===== config.mk =====
export PLATFORM = sky130hd
export DESIGN_NAME = rr_mux_arbiter
export DESIGN_NICKNAME = d
export VERILOG_FILES = /design/src/rtl/rr_mux_arbiter.sv
export SDC_FILE = /design/constraint.sdc
export NUM_CORES = 1
export LEC_CHECK = 0
export BUFFER_PORTS_ARGS = -buffer_cell sky130_fd_sc_hd__buf_2
export CORE_MARGIN = 4
export CORE_UTILIZATION = 40
export DETAILED_ROUTE_END_ITERATION = 7
export GPL_TIMING_DRIVEN = 0
export HOLD_SLACK_MARGIN = 0.12
export PLACE_DENSITY = 0.64
export REMOVE_ABC_BUFFERS = 1
export SLEW_MARGIN = 20
export SYNTH_ARGS = -nofsm -noshare
export SYNTH_HDL_FRONTEND = slang
export SYNTH_SLANG_ARGS = --single-unit

===== constraint.sdc =====
create_clock -name clk -period 2.2 [get_ports clk]
set_input_delay 0.33 -clock clk [delete_from_list [all_inputs] [get_ports clk]]
set_output_delay 0.33 -clock clk [all_outputs]
set_load 0.05 [all_outputs]

===== src/rtl/rr_mux_arbiter.sv =====
// rr_mux_arbiter
//
// Round-robin arbiter and sequencer that shares one 4:1 data mux among
// four requesters. One requester is granted at a time. The selected
// requester's data is captured into a registered output at one beat per
// cycle. Each grant is capped at MAX_BURST beats so that every requester
// gets fair access to the shared output path.
//
// Ports:
//   clk        rising-edge clock
//   rst_n      synchronous active-low reset
//   req[3:0]   per-requester request, held high while requester k has data
//   din0..din3 requester data, DW bits each
//   gnt[3:0]   registered one-hot grant, all zeros when idle
//   sel[1:0]   mux select = index of current/last owner (sel[1]=s1, sel[0]=s2)
//   dout       registered muxed data
//   dout_valid dout holds a beat captured on the previous edge
//   busy       high while a grant is active (equals |gnt)

module rr_mux_arbiter #(
    parameter int DW        = 8,
    parameter int MAX_BURST = 4
) (
    input  logic          clk,
    input  logic          rst_n,
    input  logic [3:0]    req,
    input  logic [DW-1:0] din0,
    input  logic [DW-1:0] din1,
    input  logic [DW-1:0] din2,
    input  logic [DW-1:0] din3,
    output logic [3:0]    gnt,
    output logic [1:0]    sel,
    output logic [DW-1:0] dout,
    output logic          dout_valid,
    output logic          busy
);

    localparam int CW = $clog2(MAX_BURST + 1);
    localparam logic [CW-1:0] BURST_LAST = CW'(MAX_BURST);

    typedef enum logic {
        IDLE  = 1'b0,
        GRANT = 1'b1
    } state_t;

    state_t        state;
    logic [1:0]    ptr;
    logic [CW-1:0] cnt;

    // Returns {found, index}. Scanning from the far end downwards lets the
    // requester closest to 'start' overwrite later candidates, so it wins.
    function automatic logic [2:0] arbitrate(input logic [3:0] r, input logic [1:0] start);
        logic [2:0] res;
        logic [1:0] idx;
        res = 3'b000;
        for (int i = 3; i >= 0; i--) begin
            idx = start + 2'(i);
            if (r[idx]) res = {1'b1, idx};
        end
        return res;
    endfunction

    logic [2:0]    idle_win;
    logic [2:0]    rel_win;
    logic [1:0]    next_start;
    logic [CW-1:0] cnt_next;
    logic [DW-1:0] mux_data;

    // While granted, sel is the owner index, so it drives both the data mux
    // and the release scan (owner gets lowest priority on release).
    always_comb begin
        next_start = sel + 2'd1;
        idle_win   = arbitrate(req, ptr);
        rel_win    = arbitrate(req, next_start);
        cnt_next   = cnt + 1'b1;
        mux_data   = din0;
        case (sel)
            2'd0:    mux_data = din0;
            2'd1:    mux_data = din1;
            2'd2:    mux_data = din2;
            default: mux_data = din3;
        endcase
    end

    always_ff @(posedge clk) begin
        if (!rst_n) begin
            state      <= IDLE;
            gnt        <= 4'b0000;
            sel        <= 2'd0;
            dout       <= '0;
            dout_valid <= 1'b0;
            busy       <= 1'b0;
            ptr        <= 2'd0;
            cnt        <= '0;
        end else begin
            case (state)
                IDLE: begin
                    dout_valid <= 1'b0;
                    if (idle_win[2]) begin
                        gnt   <= 4'b0001 << idle_win[1:0];
                        sel   <= idle_win[1:0];
                        cnt   <= '0;
                        busy  <= 1'b1;
                        state <= GRANT;
                    end
                end

                default: begin
                    if (req[sel]) begin
                        dout       <= mux_data;
                        dout_valid <= 1'b1;
                        cnt        <= cnt_next;
                    end else begin
                        dout_valid <= 1'b0;
                    end

                    // Release on a dropped request or a completed burst; the
                    // handover happens on this same edge with no idle bubble.
                    if (!req[sel] || cnt_next == BURST_LAST) begin
                        ptr <= next_start;
                        cnt <= '0;
                        if (rel_win[2]) begin
                            gnt <= 4'b0001 << rel_win[1:0];
                            sel <= rel_win[1:0];
                        end else begin
                            gnt   <= 4'b0000;
                            busy  <= 1'b0;
                            state <= IDLE;
                        end
                    end
                end
            endcase
        end
    end

endmodule


==> results.cfg, run 1 <==
[worst_setup_path]
critPathLaunchType = flop
crit_path_max_fanout = 11
cp-end-kind = flop
r2r.worst_path.cells = 7
critical_path_required_ns = 2.41
path_class = flop to flop
crit_family = compound AO/OA/AOI/OAI gates
crit_arrival_ns = 2.24
path_depth = 7
slowest_delay_ns = 0.53
cpMaxStageDelayCell = sky130_fd_sc_hd__ha_1
timing.critical_path.buf_inv = 1
timing.critical_path.cells = inv_1, ha_1, nand2_1, a221oi_1, nor2_1, a32oi_1, a21oi_1

[final_layout]
combined_area_of_the_multi_input_logic_cells_um2 = 937
layout.nets = 270
nFillCells = 347
antenna_cells = 0
layout-area-overhead-vs-synth_pct = 21.7
fin_area_mm2 = 0.00177
stdcell_count = 271
final_core_util = 0.519
register_area_um2 = 442
final_layout_size_suffix_gt1_frac = 0.293

[logic_synthesis]
async_flop_share = 0
yosysTopAreaCell = sky130_fd_sc_hd__dfxtp_1
synth_cells = 182
synth_fa_ha_area_frac = 0.0515
synth_top_cells_by_count = sky130_fd_sc_hd__dfxtp_1 (22), sky130_fd_sc_hd__nor2_1 (19), sky130_fd_sc_hd__nand2_1 (18), sky130_fd_sc_hd__a21oi_1 (13), sky130_fd_sc_hd__o21ai_0 (10)
postSynth.topFlopCell = sky130_fd_sc_hd__dfxtp_1
synth-compound-area-share = 0.295
synth_area_mm2 = 0.00146
netlist-cell-type-count = 47
synth.yosys.seq_area_share = 0.302
synth-simple-area-share = 0.214
synth.avg_cell_area_um2 = 8.00
most_frequent_cell_after_synthesis = sky130_fd_sc_hd__dfxtp_1
dominant_combinational_cell_family_by_area_after_synthesis = compound AO/OA/AOI/OAI gates
synth_xor_area_frac = 0.00601
synth_top_area_share = 0.302
muxShareOfSynthArea = 0.0773
postSynthRegisterBits = 22
synth-edff-count = 0
ys_top_cells_by_area = sky130_fd_sc_hd__dfxtp_1 (30%), sky130_fd_sc_hd__mux2i_1 (6.2%), sky130_fd_sc_hd__a222oi_1 (5.5%)
synth_warnings = 0

[placed_design]
dpl.hpwl_mm = 2.74
io_buffer_count = 53
place.gp.congestion = 0.792
post-place-cells = 267
detailed_place.area_mm2 = 0.00172
pre_cts_ws_ns = 0.00256

[clock_tree]
cts_inserted_buffers = 3
cts_root_buf = sky130_fd_sc_hd__clkbuf_4
post_cts_buffers = 0
htree_num_levels = 1
tritoncts = yes
clock_insertion_delay_worst_skew_ns = 0.30
ctsHoldBuffers = 0
cts.path.max_buffers = 2
number_of_sinks_handled_by_clock_tree_synthesis = 22
clk_pin_slew_ns = 0.12

[detailed_routing]
drt-vias-per-instance = 5.48
dr_total_vias = 1485
remaining_drc_errors = 0
wl_per_cell_um = 13.4
antenna_violating_nets_left = 0
detailedRoute.firstIterationViolations = 109
wirelength_mm = 3.62
firstDrtPassIters = 5

[die]
die_width_um = 68.3
initial_utilization = 0.426
io-pin-count = 54
core_area_mm2 = 0.00342
die_height_um = 68.3
die_area_mm2 = 0.00467
row_count = 21

[power_and_ir_drop]
fraction_of_power_consumed_by_the_clock_network = 0.244
pwr-share-seq = 0.376
power_density_mw_per_mm2 = 707
leakage_nw = 0.787
netSwitchingPower_mw = 0.459
cellInternalPower_mw = 0.795
switching_share = 0.366
p_comb_frac = 0.380
vdd_drop_max_v = 0.000357
report.power.total_mw = 1.25

[sta]
unrepaired_setup_endpoints_after_global_routing = false
max_freq_mhz = 491
hold_ws_ns = 0.292
finalSetupViolCount = 0
max-slew-margin-rel = 0.604
worst_slew_pin_slew_ns = 0.588
setup-tns-final_ns = 0
post-route-worst-setup-slack_ns = 0.162
fin_skew_ns = 0.00182
timing_hold_violations_final = 0
layout_worst_path_cycle_share = 0.926
final_period_minus_worst_setup_slack_ns = 2.04
report.final.slew_viol_count = 0

[global_route]
met3_usage = 0.0443
top_usage_layer = met2
grt_first_pass_wirelength_mm = 5.89
grt_util_all_layers = 0.164
grt_antenna_before_repair = 0
pin_count_of_the_biggest_net_entering_global_routing = 20
grt_pass1_vias = 1272
groute.layer.met2.usage = 0.261
use_met1 = 0.223
remaining_global_route_overflow = 0

[min_path]
hold_path.class = input pin to flop
hold-path-cell-count = 3

[run]
max_cap_viol_count = 0

[status]
status = complete, no violations
-- repair_timing --
action,CTS,global route
endpoints found under the setup margin,1,0
endpoints found under the hold margin,0,0
resized for setup,1,0
-- kinds of logic (layout without fill, tap and decap cells) --
kind of cell	Yosys count	in the layout
xor+xnor	1	1
buf+inv	19	62
mux	10	10
compound gates	61	61
flops	22	22
fa+ha+maj	6	6
simple gates	63	63
-- registers in the layout, summed over array words and instances (netlist names) --
signal / cells
dout_valid: 1
ptr: 2
gnt: 4
sel: 2
cnt: 3
busy: 1
state: 1
dout: 8
-- metal layers --
| metal | wire length (um) | up-vias |
|---|---|---|
| met4 | 23 | 0 |
| met1 | 1600 | 667 |
| met2 | 1710 | 46 |
| met3 | 283 | 4 |
| li1 | - | 768 |
| met5 | 0 | - |
-- layout by cell type (no fill, tap or decap), types with 2 or more instances in the layout --
cell,instances
sky130_fd_sc_hd__a21oi_1,13
sky130_fd_sc_hd__a222oi_1,8
sky130_fd_sc_hd__buf_2,53
sky130_fd_sc_hd__clkbuf_4,3
sky130_fd_sc_hd__dfxtp_1,21
sky130_fd_sc_hd__ha_1,6
sky130_fd_sc_hd__inv_1,4
sky130_fd_sc_hd__mux2i_1,9
sky130_fd_sc_hd__nand2_1,18
sky130_fd_sc_hd__nand2b_1,3
sky130_fd_sc_hd__nand3_1,5
sky130_fd_sc_hd__nor2_1,19
sky130_fd_sc_hd__nor2_4,2
sky130_fd_sc_hd__nor2b_1,5
sky130_fd_sc_hd__nor3_1,3
sky130_fd_sc_hd__o211ai_1,3
sky130_fd_sc_hd__o21ai_0,10
sky130_fd_sc_hd__o21ai_1,8
sky130_fd_sc_hd__o32ai_1,4
-- power by group through the flow --
stage          logic (mW)  registers (mW)  clock network, mW
2_1_floorplan       0.242           0.583                  0
6_report            0.476           0.472              0.306
3_5_place_dp        0.478           0.480                  0
5_1_grt             0.523           0.479              0.336
4_1_cts             0.479           0.473              0.322
3_3_place_gp        0.477           0.481                  0
-- final timing paths --
check                              end  slack [ns]    from
worst max register to register  gnt[2]        0.16  sel[0]
worst min-delay path            gnt[2]        0.29   rst_n
worst min register to register  gnt[3]        0.49  gnt[3]
worst max-delay path            gnt[2]        0.16  sel[0]
-- worst register-to-register path, stage by stage, from the launching register on --
cell	delay [ns]
sky130_fd_sc_hd__dfxtp_2	0.47
sky130_fd_sc_hd__inv_1	0.14
sky130_fd_sc_hd__ha_1	0.53
sky130_fd_sc_hd__nand2_1	0.09
sky130_fd_sc_hd__a221oi_1	0.27
sky130_fd_sc_hd__nor2_1	0.12
sky130_fd_sc_hd__a32oi_1	0.23
sky130_fd_sc_hd__a21oi_1	0.09
-- final cells by class --
cell class,instances,area share
Clock buffer,3,0.0127
Clock inverter,1,0.0169
Inverter,5,0.0106
Multi-Input combinational cell,141,0.529
Sequential cell,22,0.249
Tap cell,46,0.0325
Timing Repair Buffer,53,0.150
Note: power is estimated with default switching activity, not from simulation.
==> inputs of run 2 (changes only) <==
--- a/config.mk
+++ b/config.mk
@@ -11,6 +11,7 @@
 export DETAILED_ROUTE_END_ITERATION = 7
 export GPL_TIMING_DRIVEN = 0
 export HOLD_SLACK_MARGIN = 0.12
+export MAX_ROUTING_LAYER = met4
 export PLACE_DENSITY = 0.64
 export REMOVE_ABC_BUFFERS = 1
 export SLEW_MARGIN = 20
==> results.cfg, run 2 (synthesis gave the netlist of run 1 again) <==
[status]
status = complete, no violations

[placed_design]
io_buffer_count = 53
post-place-cells = 267
dpl.hpwl_mm = 2.74
place.gp.congestion = 0.803

[worst_setup_path]
cpMaxStageDelayCell = sky130_fd_sc_hd__ha_1
critPathLaunchType = flop
slowest_delay_ns = 0.54
path_class = flop to flop
timing.critical_path.buf_inv = 1
crit_family = compound AO/OA/AOI/OAI gates
cp-end-kind = flop
crit_path_max_fanout = 11
timing.critical_path.cells = inv_1, ha_1, nand2_1, a221oi_1, nor2_1, a32oi_1, a21oi_1
critical_path_required_ns = 2.40
crit_arrival_ns = 2.25

[sta]
max_freq_mhz = 488
layout_worst_path_cycle_share = 0.931
timing_hold_violations_final = 0
unrepaired_setup_endpoints_after_global_routing = false
final_period_minus_worst_setup_slack_ns = 2.05
report.final.slew_viol_count = 0
fin_skew_ns = 0.00143
worst_slew_pin_slew_ns = 0.590
max-slew-margin-rel = 0.603
finalSetupViolCount = 0
setup-tns-final_ns = 0

[power_and_ir_drop]
vdd_drop_max_v = 0.000356
leakage_nw = 0.787
power_density_mw_per_mm2 = 707

[detailed_routing]
dr_total_vias = 1483
detailedRoute.firstIterationViolations = 111
remaining_drc_errors = 0
antenna_violating_nets_left = 0
wirelength_mm = 3.64
wl_per_cell_um = 13.4
drt-vias-per-instance = 5.47
firstDrtPassIters = 5

[clock_tree]
tritoncts = yes
cts_inserted_buffers = 3
number_of_sinks_handled_by_clock_tree_synthesis = 22
ctsHoldBuffers = 0
cts.path.max_buffers = 2
post_cts_buffers = 0
clock_insertion_delay_worst_skew_ns = 0.30
htree_num_levels = 1
cts_root_buf = sky130_fd_sc_hd__clkbuf_4
clk_pin_slew_ns = 0.12

[final_layout]
stdcell_count = 271
final_layout_size_suffix_gt1_frac = 0.293
registers.top_by_ff_count = dout
final_core_util = 0.519
commonest_cells_after_routing_fill_and_taps_aside = sky130_fd_sc_hd__buf_2 (53), sky130_fd_sc_hd__dfxtp_1 (21), sky130_fd_sc_hd__nor2_1 (19), sky130_fd_sc_hd__nand2_1 (18), sky130_fd_sc_hd__a21oi_1 (13)
layout-area-overhead-vs-synth_pct = 21.7
nFillCells = 347
largestRegisters = dout x8, gnt x4, cnt x3
antenna_cells = 0
mostFrequentLayoutCell = sky130_fd_sc_hd__buf_2
layout.nets = 270
largest_reg_flops = 8

[global_route]
grt_util_all_layers = 0.168
grt_first_pass_wirelength_mm = 5.88
remaining_global_route_overflow = 0
pin_count_of_the_biggest_net_entering_global_routing = 20
grt_antenna_before_repair = 0
grt_pass1_vias = 1270

[die]
core_area_mm2 = 0.00342
die_width_um = 68.3
row_count = 21
die_area_mm2 = 0.00467
initial_utilization = 0.426
io-pin-count = 54
die_height_um = 68.3

[min_path]
hold_path.class = input pin to flop

[run]
max_cap_viol_count = 0
## run 2: cell counts in the layout (fill, tap and decap cells not counted)
No cell type changed its count.
## run 2: what timing repair did
| item | in CTS | in global routing |
|---|---|---|
| endpoints found under the hold margin | 0 | 0 |
| setup endpoints to repair | 1 | 0 |
| gates resized for setup | 1 | 0 |
## run 2: report_power, final
part           internal, mW  total (mW)  switching (mW)
clock                 0.184       0.304           0.120
combinational         0.174       0.477           0.302
sequential            0.436       0.472          0.0354
total                 0.795        1.25           0.458
## run 2: area by class of cell
type | count | area, um2 | share of cell area
clock buffers | 3 | 22.5 | 0.0127
flip-flops and latches | 22 | 442 | 0.249
inverters | 5 | 18.8 | 0.0106
repair buffers | 53 | 265 | 0.150
well taps | 46 | 57.6 | 0.0325
multi-input cells | 141 | 937 | 0.529
clock inverters | 1 | 30.0 | 0.0169
## run 2: final timing paths
path | startpoint | to | slack (ns) | cells after the start
worst max-delay path | sel[0] | gnt[2] | 0.15 | 7
worst min-delay path | rst_n | gnt[2] | 0.30 | 3
worst max register to register | sel[0] | gnt[2] | 0.15 | 7
worst min register to register | gnt[3] | gnt[3] | 0.49 | 2
## run 2: tightest hold or removal path, cell delays in order
cell                      delay (ns)
sky130_fd_sc_hd__buf_2          0.12
sky130_fd_sc_hd__o21ai_1        0.07
sky130_fd_sc_hd__a21oi_1        0.04
## run 2: stage by stage
stage | instance area [um2] | worst slack [ns] | total power, mW | hold slack, ns
3_3_place_gp | 1720 | -0.00552 | 0.958 | 0.469
4_1_cts | 1770 | 0.159 | 1.27 | 0.271
2_1_floorplan | 1400 | -0.0164 | 0.825 | 0.472
3_5_place_dp | 1720 | 0.00256 | 0.958 | 0.467
5_1_grt | 1770 | 0.00627 | 1.34 | 0.262
6_report | 1770 | 0.153 | 1.25 | 0.295
## run 2: routing by layer
| metal | routed length [um] | global-route usage |
|---|---|---|
| met5 | 0 | - |
| met4 | 20 | 0.0298 |
| met3 | 256 | 0.0443 |
| met2 | 1740 | 0.261 |
| met1 | 1620 | 0.221 |
